**config.mk**
```make
export PLATFORM = sky130hd
export DESIGN_NAME = tfcall_responder
export DESIGN_NICKNAME = d
export VERILOG_FILES = /design/src/rtl/tfcall_pkg.sv /design/src/rtl/tfcall_eval.sv /design/src/rtl/tfcall_responder.sv
export SDC_FILE = /design/constraint.sdc
export NUM_CORES = 1
export LEC_CHECK = 0
export BUFFER_PORTS_ARGS = -buffer_cell sky130_fd_sc_hd__buf_2
export CORE_MARGIN = 2
export CORE_UTILIZATION = 45
export CTS_BUF_LIST = sky130_fd_sc_hd__clkbuf_4 sky130_fd_sc_hd__clkbuf_8
export DETAILED_ROUTE_END_ITERATION = 16
export MAX_ROUTING_LAYER = met4
export PLACE_DENSITY = 0.69
export SYNTH_ARGS = -nofsm -noshare
export SYNTH_HDL_FRONTEND = slang
export SYNTH_SLANG_ARGS = --single-unit
```
**constraint.sdc**
```tcl
create_clock -name clk -period 2.3 [get_ports clk]
set_clock_uncertainty 0.15 [all_clocks]
set_input_delay 0.46 -clock clk [delete_from_list [all_inputs] [get_ports clk]]
set_output_delay 0.46 -clock clk [all_outputs]
set_load 0.02 [all_outputs]
```
**src/rtl/tfcall_pkg.sv**
```systemverilog
// Shared definitions for the task/function call responder: data widths,
// function ids, error codes, FSM state encoding and the per-function arity table.
package tfcall_pkg;

  localparam int unsigned DATA_W  = 8;
  localparam int unsigned NARGS_W = 3;
  localparam int unsigned DBL_W   = 4;
  localparam int unsigned FUNC_W  = 2;
  localparam int unsigned ERR_W   = 2;

  localparam logic [FUNC_W-1:0] FN_SUM     = 2'd0;
  localparam logic [FUNC_W-1:0] FN_DOUBLE  = 2'd1;
  localparam logic [FUNC_W-1:0] FN_NO_ARGS = 2'd2;
  localparam logic [FUNC_W-1:0] FN_UNDEF   = 2'd3;

  localparam logic [ERR_W-1:0] ERR_OK       = 2'd0;
  localparam logic [ERR_W-1:0] ERR_TOO_FEW  = 2'd1;
  localparam logic [ERR_W-1:0] ERR_TOO_MANY = 2'd2;
  localparam logic [ERR_W-1:0] ERR_UNDEF    = 2'd3;

  typedef enum logic [1:0] {
    ST_IDLE = 2'd0,
    ST_ARGS = 2'd1,
    ST_EXEC = 2'd2,
    ST_RESP = 2'd3
  } state_t;

  // Call header as latched on acceptance
  typedef struct packed {
    logic [FUNC_W-1:0]  func;
    logic [NARGS_W-1:0] nargs;
    logic               discard;
  } call_hdr_t;

  // Expected argument count per function id (undefined id reports 0; it errors anyway)
  function automatic logic [NARGS_W-1:0] func_arity(input logic [FUNC_W-1:0] fn);
    logic [NARGS_W-1:0] ar;
    case (fn)
      FN_SUM:    ar = NARGS_W'(2);
      FN_DOUBLE: ar = NARGS_W'(1);
      default:   ar = NARGS_W'(0);
    endcase
    return ar;
  endfunction

endpackage

```
**src/rtl/tfcall_eval.sv**
```systemverilog
// Combinational evaluator: arity check and built-in function result.
// Ports:
//   i_func      function id
//   i_nargs     number of argument beats the caller sent
//   i_a0, i_a1  first two captured arguments
//   o_result_c  function result (0 whenever an error is reported)
//   o_err_c     error code
module tfcall_eval
  import tfcall_pkg::*;
(
  input  logic [FUNC_W-1:0]  i_func,
  input  logic [NARGS_W-1:0] i_nargs,
  input  logic [DATA_W-1:0]  i_a0,
  input  logic [DATA_W-1:0]  i_a1,
  output logic [DATA_W-1:0]  o_result_c,
  output logic [ERR_W-1:0]   o_err_c
);

  logic [NARGS_W-1:0] w_arity;

  // Undefined id wins over arity; result only driven on success
  always_comb begin
    w_arity    = func_arity(i_func);
    o_err_c    = ERR_OK;
    o_result_c = '0;
    if (i_func == FN_UNDEF) begin
      o_err_c = ERR_UNDEF;
    end else if (i_nargs < w_arity) begin
      o_err_c = ERR_TOO_FEW;
    end else if (i_nargs > w_arity) begin
      o_err_c = ERR_TOO_MANY;
    end else begin
      case (i_func)
        FN_SUM:     o_result_c = i_a0 + i_a1;
        // Shift left within DBL_W bits drops the top operand bit, zero-extended
        FN_DOUBLE:  o_result_c = DATA_W'({i_a0[DBL_W-2:0], 1'b0});
        FN_NO_ARGS: o_result_c = DATA_W'(1);
        default:    o_result_c = '0;
      endcase
    end
  end

endmodule

```
**src/rtl/tfcall_responder.sv**
```systemverilog
// Callee end of the call channel: accepts a header, drains the argument
// stream, evaluates the function and returns a result or error code.
// Ports:
//   clk, rst_n                      clock, synchronous active-low reset
//   call_valid/ready, call_func,
//   call_nargs, call_discard        call header handshake (ready only in IDLE)
//   arg_valid/ready, arg_data       argument stream (ready only while draining)
//   ret_valid/ready, ret_data,
//   ret_err                         response, held until accepted
module tfcall_responder
  import tfcall_pkg::*;
(
  input  logic               clk,
  input  logic               rst_n,
  input  logic               call_valid,
  output logic               call_ready,
  input  logic [FUNC_W-1:0]  call_func,
  input  logic [NARGS_W-1:0] call_nargs,
  input  logic               call_discard,
  input  logic               arg_valid,
  output logic               arg_ready,
  input  logic [DATA_W-1:0]  arg_data,
  output logic               ret_valid,
  input  logic               ret_ready,
  output logic [DATA_W-1:0]  ret_data,
  output logic [ERR_W-1:0]   ret_err
);

  state_t             r_state,      w_state_nxt;
  call_hdr_t          r_hdr,        w_hdr_nxt;
  logic [NARGS_W-1:0] r_cnt,        w_cnt_nxt;
  logic [DATA_W-1:0]  r_a0,         w_a0_nxt;
  logic [DATA_W-1:0]  r_a1,         w_a1_nxt;
  logic               r_call_ready, w_call_ready_nxt;
  logic               r_arg_ready,  w_arg_ready_nxt;
  logic               r_ret_valid,  w_ret_valid_nxt;
  logic [DATA_W-1:0]  r_ret_data,   w_ret_data_nxt;
  logic [ERR_W-1:0]   r_ret_err,    w_ret_err_nxt;

  logic [DATA_W-1:0]  w_result;
  logic [ERR_W-1:0]   w_err;

  tfcall_eval u_eval (
    .i_func     (r_hdr.func),
    .i_nargs    (r_hdr.nargs),
    .i_a0       (r_a0),
    .i_a1       (r_a1),
    .o_result_c (w_result),
    .o_err_c    (w_err)
  );

  // State and output registers
  always_ff @(posedge clk) begin
    if (!rst_n) begin
      r_state      <= ST_IDLE;
      r_hdr        <= '0;
      r_cnt        <= '0;
      r_a0         <= '0;
      r_a1         <= '0;
      r_call_ready <= 1'b1;
      r_arg_ready  <= 1'b0;
      r_ret_valid  <= 1'b0;
      r_ret_data   <= '0;
      r_ret_err    <= ERR_OK;
    end else begin
      r_state      <= w_state_nxt;
      r_hdr        <= w_hdr_nxt;
      r_cnt        <= w_cnt_nxt;
      r_a0         <= w_a0_nxt;
      r_a1         <= w_a1_nxt;
      r_call_ready <= w_call_ready_nxt;
      r_arg_ready  <= w_arg_ready_nxt;
      r_ret_valid  <= w_ret_valid_nxt;
      r_ret_data   <= w_ret_data_nxt;
      r_ret_err    <= w_ret_err_nxt;
    end
  end

  // Next-state and next-output logic
  always_comb begin
    w_state_nxt     = r_state;
    w_hdr_nxt       = r_hdr;
    w_cnt_nxt       = r_cnt;
    w_a0_nxt        = r_a0;
    w_a1_nxt        = r_a1;
    w_ret_valid_nxt = r_ret_valid;
    w_ret_data_nxt  = r_ret_data;
    w_ret_err_nxt   = r_ret_err;

    case (r_state)
      ST_IDLE: begin
        if (call_valid && r_call_ready) begin
          w_hdr_nxt.func    = call_func;
          w_hdr_nxt.nargs   = call_nargs;
          w_hdr_nxt.discard = call_discard;
          w_cnt_nxt         = '0;
          w_a0_nxt          = '0;
          w_a1_nxt          = '0;
          w_state_nxt       = (call_nargs == '0) ? ST_EXEC : ST_ARGS;
        end
      end
      ST_ARGS: begin
        if (arg_valid && r_arg_ready) begin
          // Only the first two beats matter; the rest are drained and dropped
          if (r_cnt == NARGS_W'(0)) w_a0_nxt = arg_data;
          if (r_cnt == NARGS_W'(1)) w_a1_nxt = arg_data;
          w_cnt_nxt = r_cnt + NARGS_W'(1);
          if (r_cnt == r_hdr.nargs - NARGS_W'(1)) w_state_nxt = ST_EXEC;
        end
      end
      ST_EXEC: begin
        if ((w_err == ERR_OK) && r_hdr.discard) begin
          w_state_nxt = ST_IDLE;
        end else begin
          w_ret_valid_nxt = 1'b1;
          w_ret_data_nxt  = w_result;
          w_ret_err_nxt   = w_err;
          w_state_nxt     = ST_RESP;
        end
      end
      ST_RESP: begin
        if (ret_ready) begin
          w_ret_valid_nxt = 1'b0;
          w_ret_data_nxt  = '0;
          w_ret_err_nxt   = ERR_OK;
          w_state_nxt     = ST_IDLE;
        end
      end
      default: w_state_nxt = ST_IDLE;
    endcase

    // Handshake readies follow the state being entered so they are valid on arrival
    w_call_ready_nxt = (w_state_nxt == ST_IDLE);
    w_arg_ready_nxt  = (w_state_nxt == ST_ARGS);
  end

  assign call_ready = r_call_ready;
  assign arg_ready  = r_arg_ready;
  assign ret_valid  = r_ret_valid;
  assign ret_data   = r_ret_data;
  assign ret_err    = r_ret_err;

endmodule

```
==> results of run 1 <==
[registers in the layout (all words and copies together) (netlist names)]
| name | cells |
|---|---|
| arg_ready | 1 |
| r_a1 | 8 |
| ret_err | 2 |
| r_hdr | 6 |
| call_ready | 1 |
| ret_data | 8 |
| ret_valid | 1 |
| r_state | 2 |
| r_a0 | 8 |
| r_cnt | 3 |
[cell type report]
| class | count | area [sq um] | area share |
|---|---|---|---|
| clock buffer | 6 | 82.6 | 0.0335 |
| sequential | 40 | 801 | 0.325 |
| timing repair buffer | 35 | 185 | 0.0751 |
| inverter | 6 | 22.5 | 0.00913 |
| tap | 54 | 67.6 | 0.0274 |
| multi-input combinational | 190 | 1300 | 0.526 |
| clock inverter | 2 | 10.0 | 0.00406 |
[repair_timing]
| action | in CTS | in global routing |
|---|---|---|
| gates resized for setup | 0 | 3 |
| buffers inserted | 0 | 0 |
| setup endpoints to repair | 0 | 9 |
[worst paths after layout]
path | start | to | slack (ns) | depth (start not counted)
worst max-delay path | r_hdr[4]$_SDFFE_PN0P_ | r_state[0]$_SDFF_PN0_ | 0.19 | 8
worst min-delay path | call_discard | r_hdr[0]$_SDFFE_PN0P_ | 0.25 | 3
worst max register to register | r_hdr[4]$_SDFFE_PN0P_ | r_state[0]$_SDFF_PN0_ | 0.19 | 8
worst min register to register | ret_data[7]$_SDFFE_PN0P_ | ret_data[7]$_SDFFE_PN0P_ | 0.32 | 2
[cells by family after synthesis]
logic type      after synthesis  share of synthesized area
compound gates               64                      0.215
xor+xnor                     10                     0.0469
fa+ha+maj                    14                     0.0836
buf+inv                      20                     0.0464
flops                        40                      0.366
mux                           2                    0.00973
simple gates                100                      0.232
[synth_stat cells (2+ instances only)]
master	n	area (sq um)
dfxtp_1	40	801
nand3_1	37	185
nand2_1	25	93.8
a21boi_1	16	120
ha_1	13	163
nor2b_1	12	75.1
o21ai_0	9	45.0
nor2_1	8	30.0
a21boi_0	7	52.6
xnor2_1	7	61.3
a22oi_1	6	45.0
clkbuf_1	6	22.5
inv_1	6	22.5
a21oi_1	5	25.0
a21o_1	4	30.0
buf_4	4	30.0
a211oi_1	3	22.5
a32oi_1	3	26.3
and3_1	3	18.8
buf_2	3	15.0
nor3_1	3	15.0
and2_1	2	12.5
o21a_1	2	15.0
o21bai_1	2	15.0
xor2_1	2	17.5
[worst min-delay path, delay by kind of cell]
| kind | cells | cell delay [ns] |
|---|---|---|
| buffers and inverters | 1 | 0.09 |
| AOI/OAI and AO/OA | 1 | 0.06 |
| and+or+nand+nor | 1 | 0.04 |
[power by group through the flow]
| stage | Sequential [mW] | Clock, mW | Combinational [mW] |
|---|---|---|---|
| 6_report | 0.733 | 0.491 | 0.216 |
| 5_1_grt | 0.738 | 0.544 | 0.243 |
| 4_1_cts | 0.732 | 0.505 | 0.211 |
| 3_5_place_dp | 0.749 | 0 | 0.210 |
| 3_3_place_gp | 0.748 | 0 | 0.209 |
| 2_1_floorplan | 0.750 | 0 | 0.151 |
[per-layer routing]
layer	wire length, um	vias to the layer above	share of wire	GRT usage
met2	1980	38	0.44	0.294
met3	188	7	0.042	0.0494
met5	0	-	0	-
met4	67	0	0.015	0.0687
li1	-	945	-	-
met1	2230	801	0.50	0.235
[placed cells by master (no fill, tap or decap), types with 3 or more instances in the layout]
cell type	count
buf_4	4
dfxtp_1	40
clkbuf_8	6
a21boi_0	7
a21o_1	4
and3_1	3
a21oi_1	5
a22oi_1	6
nor2_1	8
nand2_1	25
nand3_1	37
ha_1	13
a32oi_1	3
nor3_1	3
xnor2_1	7
o21ai_0	9
buf_2	31
a21boi_1	16
nor2b_1	11
inv_1	6
a211oi_1	3
[per-stage QoR]
| stage | area (sq um) | worst slack (ns) | hold slack, ns |
|---|---|---|---|
| 3_5_place_dp | 2360 | 0.155 | 0.313 |
| 6_report | 2470 | 0.187 | 0.254 |
| 3_3_place_gp | 2360 | 0.194 | 0.311 |
| 2_1_floorplan | 2190 | 0.184 | 0.300 |
| 4_1_cts | 2450 | 0.145 | 0.246 |
| 5_1_grt | 2470 | 0.0344 | 0.267 |
==> results.sh, run 1 <==
export IMPL_power_mw=1.44
export IMPL_worst_pin_slew_ns=0.657
export IMPL_syn_area_per_cell_sq_um=8.74
export IMPL_antenna_cells=0
export IMPL_first_iter_violations=96
export IMPL_status="finished clean"
export IMPL_sw_frac_of_total=0.278
export IMPL_syn_nets=283
export IMPL_grt_max_degree=37
export IMPL_vdd_drop_max_v=0.000219
export IMPL_slew_violations=0
export IMPL_drtAntennaViolNets=0
export IMPL_yosysWarningCount=0
export IMPL_htree_num_levels=2
export IMPL_ys_seq_area_frac=0.366
export IMPL_synth_seq_cells=40
export IMPL_relSlewSlack=0.562
export IMPL_grt_pass1_vias=1733
export IMPL_dieArea_sq_um=5430
export IMPL_die_w_um=73.7
export IMPL_gp_congestion=0.796
export IMPL_cp_num_buf_inv=1
export IMPL_portBuffers=31
export IMPL_dp_cells=325
export IMPL_clk_path_buf_depth=2
export IMPL_syn_area_sq_um=2190
export IMPL_crit_arrival_ns=2.16
export IMPL_async_reset_ff_frac=0
export IMPL_synth_edf_count=0
export IMPL_min_path_type="in2reg"
export IMPL_antenna_found_initial=0
export IMPL_start_util=0.466
export IMPL_nets=311
export IMPL_pwr_density_cell_nw_per_um2=584
export IMPL_clock_sinks=40
export IMPL_rsz0062_at_grt="false"
export IMPL_final_period_utilization=0.919
export IMPL_p_int_mw=1.04
export IMPL_cts_made_buffers=5
export IMPL_max_stage_delay_ns=0.32
export IMPL_io_pins=32
export IMPL_hold_viol=0
export IMPL_period_needed_ns=2.11
export IMPL_cp_max_fo=9
export IMPL_dr_total_vias=1791
export IMPL_timing_max_cap_violations=0
export IMPL_tns_ns=0
export IMPL_p_switching_mw=0.400
export IMPL_wl_per_cell_um=13.4
export IMPL_vias_per_cell=5.38
export IMPL_cts_tree="built"
export IMPL_insertion_delay_ns=0.30
export IMPL_fill_cells=449
export IMPL_cellLeakagePower_nw=1.02
export IMPL_path_clk_slew_ns=0.08
export IMPL_end_kind="flop"
export IMPL_crit_type="reg2reg"
export IMPL_hpwl_mm=3.15
export IMPL_grt_pass1_wl_mm=7.63
export IMPL_p_comb_frac=0.150
export IMPL_postSynthCellCount=250
export IMPL_core_sq_um=4690
export IMPL_hold_buffers=0
export IMPL_cts_root_buf="clkbuf_8"
export IMPL_drt_drc_violations_left=0
export IMPL_die_h_um=73.7
export IMPL_grt_usage=0.189
export IMPL_stdcell_count=333
export IMPL_drt_pass1_iter_count=4
export IMPL_yosysUniqueCellTypes=47
export IMPL_syn_to_final_growth_pct=12.9
export IMPL_cp_start_kind="flop"
export IMPL_setup_viol_count_final=0
export IMPL_grt_ovfl_total=0
export IMPL_crit_family="compound AO/OA/AOI/OAI gates"
export IMPL_p_clk_frac=0.341
export IMPL_post_route_util=0.526
export IMPL_crit_chain="buf_4, nor2b_1, ha_1, and3b_1, o2111ai_2, o211ai_1, a21oi_1, o21a_1"
export IMPL_slowest_stage="o211ai_1"
export IMPL_synth_ff_type="dfxtp_1"
export IMPL_wirelength_mm=4.47
export IMPL_row_count=25
export IMPL_fmax_mhz=473
export IMPL_seqPwrFrac=0.509
export IMPL_cp_required_ns=2.35
export IMPL_drive_gt1_frac=0.186
(Power assumes the default switching activity.)
==> inputs of run 2 (changes only) <==
clock period = 2.2 ns   (was 2.3 ns; I/O delays follow)
==> results.sh, run 2 (synthesized netlist as in run 1, its figures left out) <==
export IMPL_status="finished clean"
export IMPL_dieArea_sq_um=5430
export IMPL_final_period_utilization=0.960
export IMPL_antenna_found_initial=0
export IMPL_cp_max_fo=9
export IMPL_insertion_delay_ns=0.30
export IMPL_hold_path_startpoint="call_discard"
export IMPL_cts_made_buffers=5
export IMPL_min_path_type="in2reg"
export IMPL_cp_startpoint="r_hdr[4]$_SDFFE_PN0P_"
export IMPL_worst_slack_ns=0.0890
export IMPL_grt_ovfl_total=0
export IMPL_r2r_start="r_hdr[4]$_SDFFE_PN0P_"
export IMPL_final_common_cell="dfxtp_1"
export IMPL_first_iter_violations=134
export IMPL_drt_drc_violations_left=0
export IMPL_nets=315
export IMPL_period_needed_ns=2.11
export IMPL_p_clk_frac=0.376
export IMPL_slowest_stage="dfxtp_1"
export IMPL_core_sq_um=4690
export IMPL_die_w_um=73.7
export IMPL_place_area_sq_um=2380
export IMPL_crit_arrival_ns=2.15
export IMPL_clock_sinks=40
export IMPL_end_kind="flop"
export IMPL_p_comb_frac=0.151
export IMPL_max_stage_delay_ns=0.31
export IMPL_p_int_mw=1.18
export IMPL_timing_max_cap_violations=0
export IMPL_p_switching_mw=0.429
export IMPL_fmax_mhz=474
export IMPL_hold_buffers=0
export IMPL_layout_common_cells="dfxtp_1, nand3_1, buf_2"
export IMPL_cp_start_kind="flop"
export IMPL_seqPwrFrac=0.473
export IMPL_finish_instance_area_sq_um=2520
export IMPL_hold_viol=0
export IMPL_drive_gt1_frac=0.205
export IMPL_start_util=0.466
export IMPL_drtAntennaViolNets=0
export IMPL_setup_viol_count_final=0
export IMPL_grt_usage=0.185
export IMPL_crit_chain="buf_4, nor2b_1, ha_1, and3b_1, o2111ai_2, o211ai_1, a21oi_1, o21a_1"
export IMPL_crit_type="reg2reg"
export IMPL_grt_pass1_vias=1727
export IMPL_portBuffers=31
export IMPL_htree_num_levels=2
export IMPL_gp_congestion=0.797
export IMPL_sw_frac_of_total=0.266
export IMPL_vias_per_cell=5.40
export IMPL_grt_pass1_wl_mm=7.64
export IMPL_power_mw=1.61
export IMPL_io_pins=32
export IMPL_cts_root_buf="clkbuf_8"
export IMPL_stdcell_count=337
export IMPL_cellLeakagePower_nw=1.04
export IMPL_hpwl_mm=3.24
export IMPL_row_count=25
export IMPL_die_h_um=73.7
export IMPL_relSlewSlack=0.672
export IMPL_path_clk_slew_ns=0.08
export IMPL_hold_ws_ns=0.236
export IMPL_clk_path_buf_depth=2
export IMPL_slew_violations=0
export IMPL_cp_required_ns=2.24
export IMPL_cts_tree="built"
export IMPL_grt_max_degree=31
export IMPL_syn_to_final_growth_pct=15.4
export IMPL_dr_total_vias=1821
export IMPL_dp_slack_ns=0.0402
export IMPL_dp_cells=328
export IMPL_antenna_cells=0
export IMPL_worst_pin_slew_ns=0.492
export IMPL_drt_pass1_iter_count=4
export IMPL_wl_per_cell_um=13.4
export IMPL_vdd_drop_max_v=0.000336
export IMPL_wirelength_mm=4.52
export IMPL_pwr_density_cell_nw_per_um2=638
-- run 2: timing repair --
action	in CTS	in global routing
resized for setup	0	5
setup buffers	0	1
setup endpoints to repair	0	11
-- run 2: worst paths after layout --
| path | depth (start not counted) | to | slack [ns] |
|---|---|---|---|
| hold / removal | 3 | r_hdr[0]$_SDFFE_PN0P_ | 0.24 |
| setup reg to reg | 8 | r_state[0]$_SDFF_PN0_ | 0.09 |
| setup / recovery | 8 | r_state[0]$_SDFF_PN0_ | 0.09 |
| hold reg to reg | 2 | ret_data[5]$_SDFFE_PN0P_ | 0.33 |
-- run 2: per-stage QoR --
stage | TNS (ns) | util
finish | 0 | 0.538
global route | -0.0199 | 0.538
CTS | 0 | 0.531
detailed placement | 0 | 0.508
global placement | 0 | 0.508
floorplan | 0 | -
-- run 2: cell type report --
cell class                      instances  area, sq um
Multi-Input combinational cell        190         1310
Timing Repair Buffer                   39          215
Clock buffer                            5         68.8
Tap cell                               54         67.6
Sequential cell                        40          801
Fill cell                             446         2170
Clock inverter                          3         42.5
Inverter                                6         22.5
-- run 2: routing by layer --
metal | track usage | up-vias | routed length [um]
met5 | - | - | 0
li1 | - | 951 | -
met3 | 0.0535 | 8 | 130
met4 | 0.0667 | 0 | 76
met2 | 0.281 | 29 | 1950
met1 | 0.234 | 833 | 2360
-- run 2: worst max-delay path, delay by kind of cell, from the launching register on --
kind,cells,cell delay [ns]
AO/OA/AOI/OAI,4,0.77
AND/OR/NAND/NOR,2,0.33
flip-flops,1,0.31
adder cells (fa/ha/maj),1,0.28
buffers and inverters,1,0.16
-- run 2: power by group through the flow --
stage	sequential (mW)	combinational [mW]	clock, mW
after floorplan	0.784	0.158	0
after global placement	0.778	0.232	0
after CTS	0.761	0.234	0.618
after detailed placement	0.778	0.233	0
after global routing	0.765	0.271	0.655
final	0.761	0.242	0.606
